### config.mk
export PLATFORM = sky130hd
export DESIGN_NAME = llr_bram_arbiter
export DESIGN_NICKNAME = d
export VERILOG_FILES = /design/src/rtl/polar_mem_pkg.sv /design/src/rtl/rr_arb2.sv /design/src/rtl/llr_bram_arbiter.sv
export SDC_FILE = /design/constraint.sdc
export NUM_CORES = 1
export LEC_CHECK = 0
export ABC_AREA = 1
export CORE_ASPECT_RATIO = 2
export CORE_UTILIZATION = 25
export CTS_CLUSTER_SIZE = 25
export DETAILED_ROUTE_END_ITERATION = 7
export GPL_TIMING_DRIVEN = 0
export SYNTH_ARGS = -nofsm -noshare
export SYNTH_HDL_FRONTEND = slang
export SYNTH_HIERARCHICAL = 1
export SYNTH_SLANG_ARGS = --single-unit
### constraint.sdc
create_clock -name clk -period 2 [get_ports clk]
set_input_delay 0.2 -clock clk [delete_from_list [all_inputs] [get_ports clk]]
set_output_delay 0.2 -clock clk [all_outputs]
set_load 0.02 [all_outputs]
### src/rtl/polar_mem_pkg.sv
// Shared LLR memory geometry for the SC polar decoder (BRAM, PEs, arbiter).
// Also defines the round-robin side encoding used by the write-port arbiter.
package polar_mem_pkg;

    localparam int unsigned N_DEFAULT = 5;
    localparam int unsigned P_DEFAULT = 1;
    localparam int unsigned Q_DEFAULT = 6;

    typedef enum logic {
        SIDE_LD = 1'b0,
        SIDE_WB = 1'b1
    } rr_side_e;

    function automatic int unsigned data_width(input int unsigned p, input int unsigned q);
        return (32'd1 << p) * q;
    endfunction

    function automatic int unsigned mem_depth(input int unsigned n, input int unsigned p);
        return (32'd1 << (n - p)) - 32'd2 + p;
    endfunction

    function automatic int unsigned addr_width(input int unsigned n, input int unsigned p);
        return $clog2(mem_depth(n, p));
    endfunction

endpackage

### src/rtl/rr_arb2.sv
// Two-requester round-robin arbiter; the pointer moves only on a contended grant.
module rr_arb2
    import polar_mem_pkg::*;
(
    input  logic       clk,
    input  logic       rst,
    input  logic [1:0] req_i,
    output logic [1:0] gnt_c
);

    rr_side_e ptr_q;
    rr_side_e ptr_d;

    always_ff @(posedge clk) begin
        if (rst) begin
            ptr_q <= SIDE_LD;
        end else begin
            ptr_q <= ptr_d;
        end
    end

    always_comb begin
        ptr_d = ptr_q;
        if (!rst && (&req_i)) begin
            ptr_d = (ptr_q == SIDE_LD) ? SIDE_WB : SIDE_LD;
        end
    end

    always_comb begin
        gnt_c = 2'b00;
        if (!rst) begin
            if (&req_i) begin
                case (ptr_q)
                    SIDE_LD: gnt_c = 2'b01;
                    SIDE_WB: gnt_c = 2'b10;
                    default: gnt_c = 2'b00;
                endcase
            end else begin
                gnt_c = req_i;
            end
        end
    end

endmodule

### src/rtl/llr_bram_arbiter.sv
// Controller in front of the 1W/2R LLR block RAM: write-port arbitration,
// fixed-latency dual reads, read-after-write collision stall and range checking.
module llr_bram_arbiter
    import polar_mem_pkg::*;
#(
    parameter  int unsigned n          = N_DEFAULT,
    parameter  int unsigned p          = P_DEFAULT,
    parameter  int unsigned Q          = Q_DEFAULT,
    localparam int unsigned DATA_WIDTH = data_width(p, Q),
    localparam int unsigned DEPTH      = mem_depth(n, p),
    localparam int unsigned ADDR_WIDTH = addr_width(n, p)
) (
    input  logic                  clk,
    input  logic                  rst,
    input  logic                  ld_req,
    input  logic [ADDR_WIDTH-1:0] ld_addr,
    input  logic [DATA_WIDTH-1:0] ld_data,
    output logic                  ld_gnt,
    input  logic                  wb_req,
    input  logic [ADDR_WIDTH-1:0] wb_addr,
    input  logic [DATA_WIDTH-1:0] wb_data,
    output logic                  wb_gnt,
    input  logic                  rd_req,
    input  logic [ADDR_WIDTH-1:0] rd_addra,
    input  logic [ADDR_WIDTH-1:0] rd_addrb,
    output logic                  rd_ready,
    output logic                  rd_valid,
    output logic [DATA_WIDTH-1:0] rd_dataa,
    output logic [DATA_WIDTH-1:0] rd_datab,
    output logic                  mem_we,
    output logic [ADDR_WIDTH-1:0] mem_wr_addr,
    output logic [DATA_WIDTH-1:0] mem_din,
    output logic                  mem_rea,
    output logic                  mem_reb,
    output logic [ADDR_WIDTH-1:0] mem_rd_addra,
    output logic [ADDR_WIDTH-1:0] mem_rd_addrb,
    input  logic [DATA_WIDTH-1:0] mem_douta,
    input  logic [DATA_WIDTH-1:0] mem_doutb,
    output logic                  err
);

    function automatic logic in_range(input logic [ADDR_WIDTH-1:0] a);
        return 32'(a) < DEPTH;
    endfunction

    logic [1:0]            gnt_c;
    logic                  wr_gnt_c;
    logic [ADDR_WIDTH-1:0] wr_addr_c;
    logic [DATA_WIDTH-1:0] wr_data_c;
    logic                  collide_c;
    logic                  rd_acc_c;

    logic                  mem_we_q,       mem_we_d;
    logic [ADDR_WIDTH-1:0] mem_wr_addr_q,  mem_wr_addr_d;
    logic [DATA_WIDTH-1:0] mem_din_q,      mem_din_d;
    logic                  mem_rea_q,      mem_rea_d;
    logic                  mem_reb_q,      mem_reb_d;
    logic [ADDR_WIDTH-1:0] mem_rd_addra_q, mem_rd_addra_d;
    logic [ADDR_WIDTH-1:0] mem_rd_addrb_q, mem_rd_addrb_d;
    logic [1:0]            rd_pipe_q,      rd_pipe_d;
    logic                  err_q,          err_d;

    rr_arb2 u_arb (
        .clk   (clk),
        .rst   (rst),
        .req_i ({wb_req, ld_req}),
        .gnt_c (gnt_c)
    );

    assign ld_gnt    = gnt_c[0];
    assign wb_gnt    = gnt_c[1];
    assign wr_gnt_c  = |gnt_c;
    assign wr_addr_c = gnt_c[1] ? wb_addr : ld_addr;
    assign wr_data_c = gnt_c[1] ? wb_data : ld_data;

    // A read sharing an edge with a same-address write would return stale data.
    assign collide_c = wr_gnt_c && ((wr_addr_c == rd_addra) || (wr_addr_c == rd_addrb));
    assign rd_ready  = !rst && !collide_c;
    assign rd_acc_c  = rd_req && rd_ready;

    always_comb begin
        mem_we_d       = wr_gnt_c && in_range(wr_addr_c);
        mem_wr_addr_d  = wr_gnt_c ? wr_addr_c : mem_wr_addr_q;
        mem_din_d      = wr_gnt_c ? wr_data_c : mem_din_q;
        mem_rea_d      = rd_acc_c && in_range(rd_addra);
        mem_reb_d      = rd_acc_c && in_range(rd_addrb);
        mem_rd_addra_d = rd_acc_c ? rd_addra : mem_rd_addra_q;
        mem_rd_addrb_d = rd_acc_c ? rd_addrb : mem_rd_addrb_q;
        rd_pipe_d      = {rd_pipe_q[0], rd_acc_c};
        err_d          = err_q
                       | (wr_gnt_c && !in_range(wr_addr_c))
                       | (rd_acc_c && (!in_range(rd_addra) || !in_range(rd_addrb)));
    end

    always_ff @(posedge clk) begin
        if (rst) begin
            mem_we_q       <= 1'b0;
            mem_wr_addr_q  <= '0;
            mem_din_q      <= '0;
            mem_rea_q      <= 1'b0;
            mem_reb_q      <= 1'b0;
            mem_rd_addra_q <= '0;
            mem_rd_addrb_q <= '0;
            rd_pipe_q      <= 2'b00;
            err_q          <= 1'b0;
        end else begin
            mem_we_q       <= mem_we_d;
            mem_wr_addr_q  <= mem_wr_addr_d;
            mem_din_q      <= mem_din_d;
            mem_rea_q      <= mem_rea_d;
            mem_reb_q      <= mem_reb_d;
            mem_rd_addra_q <= mem_rd_addra_d;
            mem_rd_addrb_q <= mem_rd_addrb_d;
            rd_pipe_q      <= rd_pipe_d;
            err_q          <= err_d;
        end
    end

    assign mem_we       = mem_we_q;
    assign mem_wr_addr  = mem_wr_addr_q;
    assign mem_din      = mem_din_q;
    assign mem_rea      = mem_rea_q;
    assign mem_reb      = mem_reb_q;
    assign mem_rd_addra = mem_rd_addra_q;
    assign mem_rd_addrb = mem_rd_addrb_q;
    assign err          = err_q;
    assign rd_valid     = rd_pipe_q[1];

    // Gate with valid so a read dropped by reset cannot leak BRAM output.
    assign rd_dataa = rd_valid ? mem_douta : '0;
    assign rd_datab = rd_valid ? mem_doutb : '0;

endmodule

## After elaboration in Yosys (flattened, before gate mapping)

Cells that the tools add are included.

- Add/subtract/negate cells: 0
- $mul: 0
- Divide/modulo/power cells: 0
- Magnitude comparators: 3
- Eq/ne operators: 2
- Shift-type cells: 0
- Muxes and demuxes: 8
- Bitwise logic cells: 3
- Reductions and logical operators: 18

Operators by type and width:

| kind | count |
|---|---|
| two-way mux 12 bit | 3 |
| < comparator 4 bit, second input constant | 3 |
| logical AND 1 bit | 9 |
| equality test 4 bit | 2 |
| zero test 1 bit | 5 |
| two-way mux 2 bit | 2 |
| two-way mux 4 bit | 1 |
| one-hot mux 2 bit (2 select lines) | 1 |
| logical OR 1 bit | 2 |
| OR 1 bit | 2 |
| AND reduction 2 bit | 1 |
| OR reduction 2 bit | 1 |
| two-way mux 1 bit | 1 |
| NOT 1 bit | 1 |

- Register bits: 31
- Latch bits: 0
- RAM bits: 0
- Memory bits (read-only): 0
- Input port bits: 69
- Output and inout port bits: 56
- Memories: 0

## Longest topological paths before layout

- Depth in word-level cells: 13
- Gate-level depth with buffers: 17
- Depth with buffers taken out: 16

## Modules after synthesis

Netlist, hierarchy kept.

Modules (own cells, without submodules):

| module | times used | cells each | area an instance (µm²) |
|---|---|---|---|
| llr_bram_arbiter | 1 | 277 | 1,666.6 |
| rr_arb2 | 1 | 11 | 62.6 |

## Worst setup path after synthesis

OpenSTA, ideal clock, no wires.

- Path kind: flip-flop to flip-flop
- From: register u_arb.ptr_q
- To: register mem_rd_addra_q[0], in the netlist mem_rd_addra[0]
- Arrival time: 1.899 ns
- Slack: -0.013 ns
- Cell stages (with the launch flop): 16
- Cells stage by stage: dfxtp_1 inv_1 a21oi_1 buf_6 nand2_1 nand3_1 nand2_1 nand2_1 inv_1 nand2_1 nand2_1 nand2_2 nand3_2 buf_6 nand3_1 nand2_1

- Cells in the longest elaborated chain, start to end: 11

Ends and longest elaborated chain:

| what | RTL line | RTL |
|---|---|---|
| from (decl) | rr_arb2.sv:11 | `rr_side_e ptr_q;` |
| from (signal assigned) | rr_arb2.sv:18 | `ptr_q <= ptr_d;` |
| NOT 1 bit | -- |  |
| one-hot mux 2 bit (2 select lines) (*) | rr_arb2.sv:33 | `case (ptr_q)` |
| two-way mux 2 bit (*) | rr_arb2.sv:32 | `if (&req_i) begin` |
| two-way mux 2 bit (*) | rr_arb2.sv:31 | `if (!rst) begin` |
| named net wb_gnt | llr_bram_arbiter.sv:22 | `output logic wb_gnt,` |
| two-way mux 4 bit | llr_bram_arbiter.sv:73 | `assign wr_addr_c = gnt_c[1] ? wb_addr : ld_addr;` |
| equality test 4 bit | llr_bram_arbiter.sv:77 | `assign collide_c = wr_gnt_c && ((wr_addr_c == rd_addra) \|\| (wr_addr_c == rd_addrb));` |
| logical OR 1 bit | llr_bram_arbiter.sv:77 |  |
| logical AND 1 bit (*) | llr_bram_arbiter.sv:77 |  |
| zero test 1 bit (*) | llr_bram_arbiter.sv:78 | `assign rd_ready = !rst && !collide_c;` |
| logical AND 1 bit (*) | llr_bram_arbiter.sv:78 |  |
| logical AND 1 bit (*) | llr_bram_arbiter.sv:79 | `assign rd_acc_c = rd_req && rd_ready;` |
| to (signal assigned) | llr_bram_arbiter.sv:112 | `mem_rd_addra_q <= mem_rd_addra_d;` |
| to (decl) | llr_bram_arbiter.sv:58 | `logic [ADDR_WIDTH-1:0] mem_rd_addra_q, mem_rd_addra_d;` |

The timed path passes the listed nets; every way through them passes the cells marked *.
A chain may end at the register's enable or synchronous reset.

## Final worst setup path

- From: register u_arb.ptr_q
- To: output rd_ready

- Cells in the longest elaborated chain, start to end: 10

Ends and longest elaborated chain:

| what | RTL line | RTL |
|---|---|---|
| NOT 1 bit | -- |  |
| one-hot mux 2 bit (2 select lines) (*) | rr_arb2.sv:33 |  |
| two-way mux 2 bit (*) | rr_arb2.sv:32 |  |
| two-way mux 2 bit (*) | rr_arb2.sv:31 |  |
| two-way mux 4 bit | llr_bram_arbiter.sv:73 |  |
| equality test 4 bit | llr_bram_arbiter.sv:77 |  |
| logical OR 1 bit | llr_bram_arbiter.sv:77 |  |
| logical AND 1 bit (*) | llr_bram_arbiter.sv:77 |  |
| zero test 1 bit (*) | llr_bram_arbiter.sv:78 |  |
| logical AND 1 bit (*) | llr_bram_arbiter.sv:78 |  |
| to (decl) | llr_bram_arbiter.sv:26 | `output logic rd_ready,` |

Mark *: on every way between the ends. The rest lies on a longest branch, timed or not.

==> metrics.md <==
| Metric | Value |
|---|---|
| PD cells | 634 nW/µm² |
| Fin. Hold Viols | 0 |
| ANT cells | 0 |
| WP buf/inv | 6 |
| Synth Flop Type | dfxtp_1 |
| EDFF count, synth | 0 |
| Proportion of netlist area held by the largest area contributor | 0.359 |
| Seq/Total Area, Yosys | 0.359 |
| Worst Path Arrival | 1.82 ns |
| CP top delay family | buffers and inverters |
| Compound-cell area share of the yosys netlist | 0.0412 |
| Gr usage total | 0.170 |
| Worst Skew | 0.00318 ns |
| Area Overhead vs Synth | 96.2% |
| Routed via count | 2214 |
| IO Pins | 125 |
| Die area | 7270 µm² |
| Chip Height | 120 µm |
| CTS tree | built |
| Hold-fix buffers, CTS | 0 |
| Data required time at the worst endpoint | 1.80 ns |
| CP peak stage delay | 0.33 ns |
| Bufs on Longest Clock Path | 2 |
| Syn Nets | 357 |
| Slew Viols, Final | 0 |
| Yosys cell types | 20 |
| Largest family of logic cells by synthesized area | simple AND/OR/NAND/NOR gates |
| Synth top cells by count | nand2_1 (112), inv_1 (54), nand3_1 (41) |
| DRT iter0 DRCs | 45 |
| Port Buf Inserts | 124 |
| Synth top area cells | dfxtp_1 (36%), nand2_1 (24%), nand3_1 (12%) |
| Avg WL per Cell | 11.6 µm |
| Final WL | 6030 µm |
| YS warnings | 6 |
| Failing checks | setup timing |
| Synth Area in XOR/XNOR | 0 |
| Cell count after synthesis | 288 |
| Slew headroom | 0.669 |
| Synthesized area per cell | 6.00 µm² |
| CTS Sinks | 31 |
| Crit-path max FO | 6 |
| Fmax | 495 MHz |
| Drt first pass iters | 4 |
| Synth Area in Simple Gates | 0.438 |
| Final worst slack | -0.0220 ns |
| Worst path slowest cell | dfxtp_2 |
| Die width | 60.8 µm |
| Total core area | 6670 µm² |
| # fillers | 694 |
| Status | finished with violations |
| DR DRC count | 0 |
| Fin crit period | 2.02 ns |
| Most frequent cell after synthesis | nand2_1 |
| Layout cells sized above 1 | 0.119 |
| Vias per cell | 4.27 |
| Clock Tree Root | clkbuf_16 |
| Area leader, netlist | dfxtp_1 |
| Pin count of the biggest net entering global routing | 11 |
| Crit-path cells | inv_2 > a21oi_4 > inv_2 > buf_8 > buf_6 > nand2_2 > nand3_2 > nand2_2 > nor2_2 > nand2_1 > nand2_2 > nand2_2 > nand2_1 > inv_1 > buf_6 |
| Fin nets | 498 |
| DP Wirelength | 4730 µm |
| LEAKAGE | 1.75 nW |
| Worst setup EP type | output pin |
| Detail Route Antenna Nets | 0 |
| Fraction of registers with async set/reset | 0 |
| Vias in the first global route | 2137 |
| FP Rows | 42 |
| Final setup fails | 1 |
| Kind of critical path | reg -> out |
| Unrepaired setup endpoints after global routing | yes |
| Global-route wire length before repair | 9380 µm |
| GRT overflow | 0 |
| CTS buffer count | 5 |
| Post-synthesis register bit count | 31 |
| Worst min-delay path class | in -> reg |
| Crit share post-route | 1.01 |
| Gp weighted congestion | 0.816 |
| Mux share of post-synthesis cell area | 0 |
| Total Power | 2.15 mW |
| Post-Synth Adder-Cell Area | 0 |
| Initial core utilization | 0.259 |
| Initial antenna violation count | 0 |
| Maximum vdd drop | 363 µV |
| Most used cell, CP | nand2_2 |
| H-tree Lvls | 2 |
| Worst-path clk slew | 0.05 ns |
| Clock Latency Late Sink | 0.27 ns |
| Startpoint Class | flop |
| Cell area after synthesis | 1730 µm² |
| Worst Tran Pin Value | 0.497 ns |
| Max_cap viols | 0 |
| Setup_tns | -0.0220 ns |
-- repair_timing --
item,in CTS,in global routing
hold endpoints to repair,0,0
pin swaps,1,8
setup buffers,5,5
endpoints found under the setup margin,35,13
gates resized for setup,17,24
-- cells in the final DEF, fill, tap and decap left out, types with 2 or more instances in the layout --
master / count
nand2_4: 2
buf_2: 3
clkbuf_16: 5
clkbuf_1: 3
nand3b_1: 5
a21oi_1: 7
nand3_2: 2
o21ai_0: 4
clkdlybuf4s50_1: 120
nand2_1: 103
nand3_1: 40
inv_2: 5
dlygate4sd2_1: 2
clkbuf_4: 2
inv_1: 52
buf_6: 4
nand4_1: 3
nor2_2: 2
buf_4: 9
nand2_2: 10
nor2_1: 6
dfxtp_1: 30
-- worst paths after layout --
path / cells after the start / endpoint / slack [ns] / start
setup / recovery: 15 / rd_ready / -0.02 / u_arb/ptr_q$_SDFFE_PP0P_
setup reg to reg: 12 / mem_din[7]$_SDFFE_PP0P_ / 0.22 / u_arb/ptr_q$_SDFFE_PP0P_
hold / removal: 2 / err$_SDFF_PP0_ / 0.19 / rst
hold reg to reg: 2 / rd_pipe_q[1]$_SDFF_PP0_ / 0.41 / rd_pipe_q[0]$_SDFF_PP0_
-- sequential cells by signal, summed over array words and instances, names as in the netlist --
signal and flops:
err 1, mem_din 12, mem_rd_addra 4, mem_rd_addrb 4, mem_rea 1, mem_reb 1, mem_we 1, mem_wr_addr 4
rd_pipe_q 2, u_arb/ptr_q 1
-- area by class of cell --
cell class / instances / area, µm² / share of cell area
multi-input cells: 189 / 881 / 0.260
plain buffers: 11 / 77.6 / 0.0229
clock buffers: 6 / 139 / 0.0409
clock inverters: 2 / 35.0 / 0.0103
inverters: 57 / 214 / 0.0631
flip-flops and latches: 31 / 622 / 0.183
well taps: 88 / 110 / 0.0325
repair buffers: 134 / 1310 / 0.387
-- power by group --
part	total [mW]	switching [mW]	internal, mW
clock	0.895	0.276	0.619
combinational	0.570	0.270	0.300
sequential	0.685	0.0218	0.664
-- cell families after synthesis --
kind of cell    Yosys count
simple gates            175
buf+inv                  68
flops                    31
compound gates           14
-- per-layer routing --
layer | share of wire | track usage | vias up
met3 | 0.073 | 0.0442 | 17
met5 | 0 | 0 | -
met4 | 0.024 | 0.0810 | 0
met1 | 0.35 | 0.157 | 954
met2 | 0.56 | 0.321 | 87
li1 | - | - | 1156
-- stage by stage --
step	instance area [µm²]	utilization	hold WS [ns]	setup slack (ns)	instances
after floorplan	1730	-	0.269	0.186	288
after global placement	3080	0.462	0.396	-0.890	500
after detailed placement	3080	0.462	0.403	-0.860	500
after CTS	3310	0.496	0.282	-0.0454	513
after global routing	3390	0.508	0.196	-0.104	518
final	3390	0.508	0.186	-0.0220	518
Note: power is estimated with default switching activity, not from simulation.
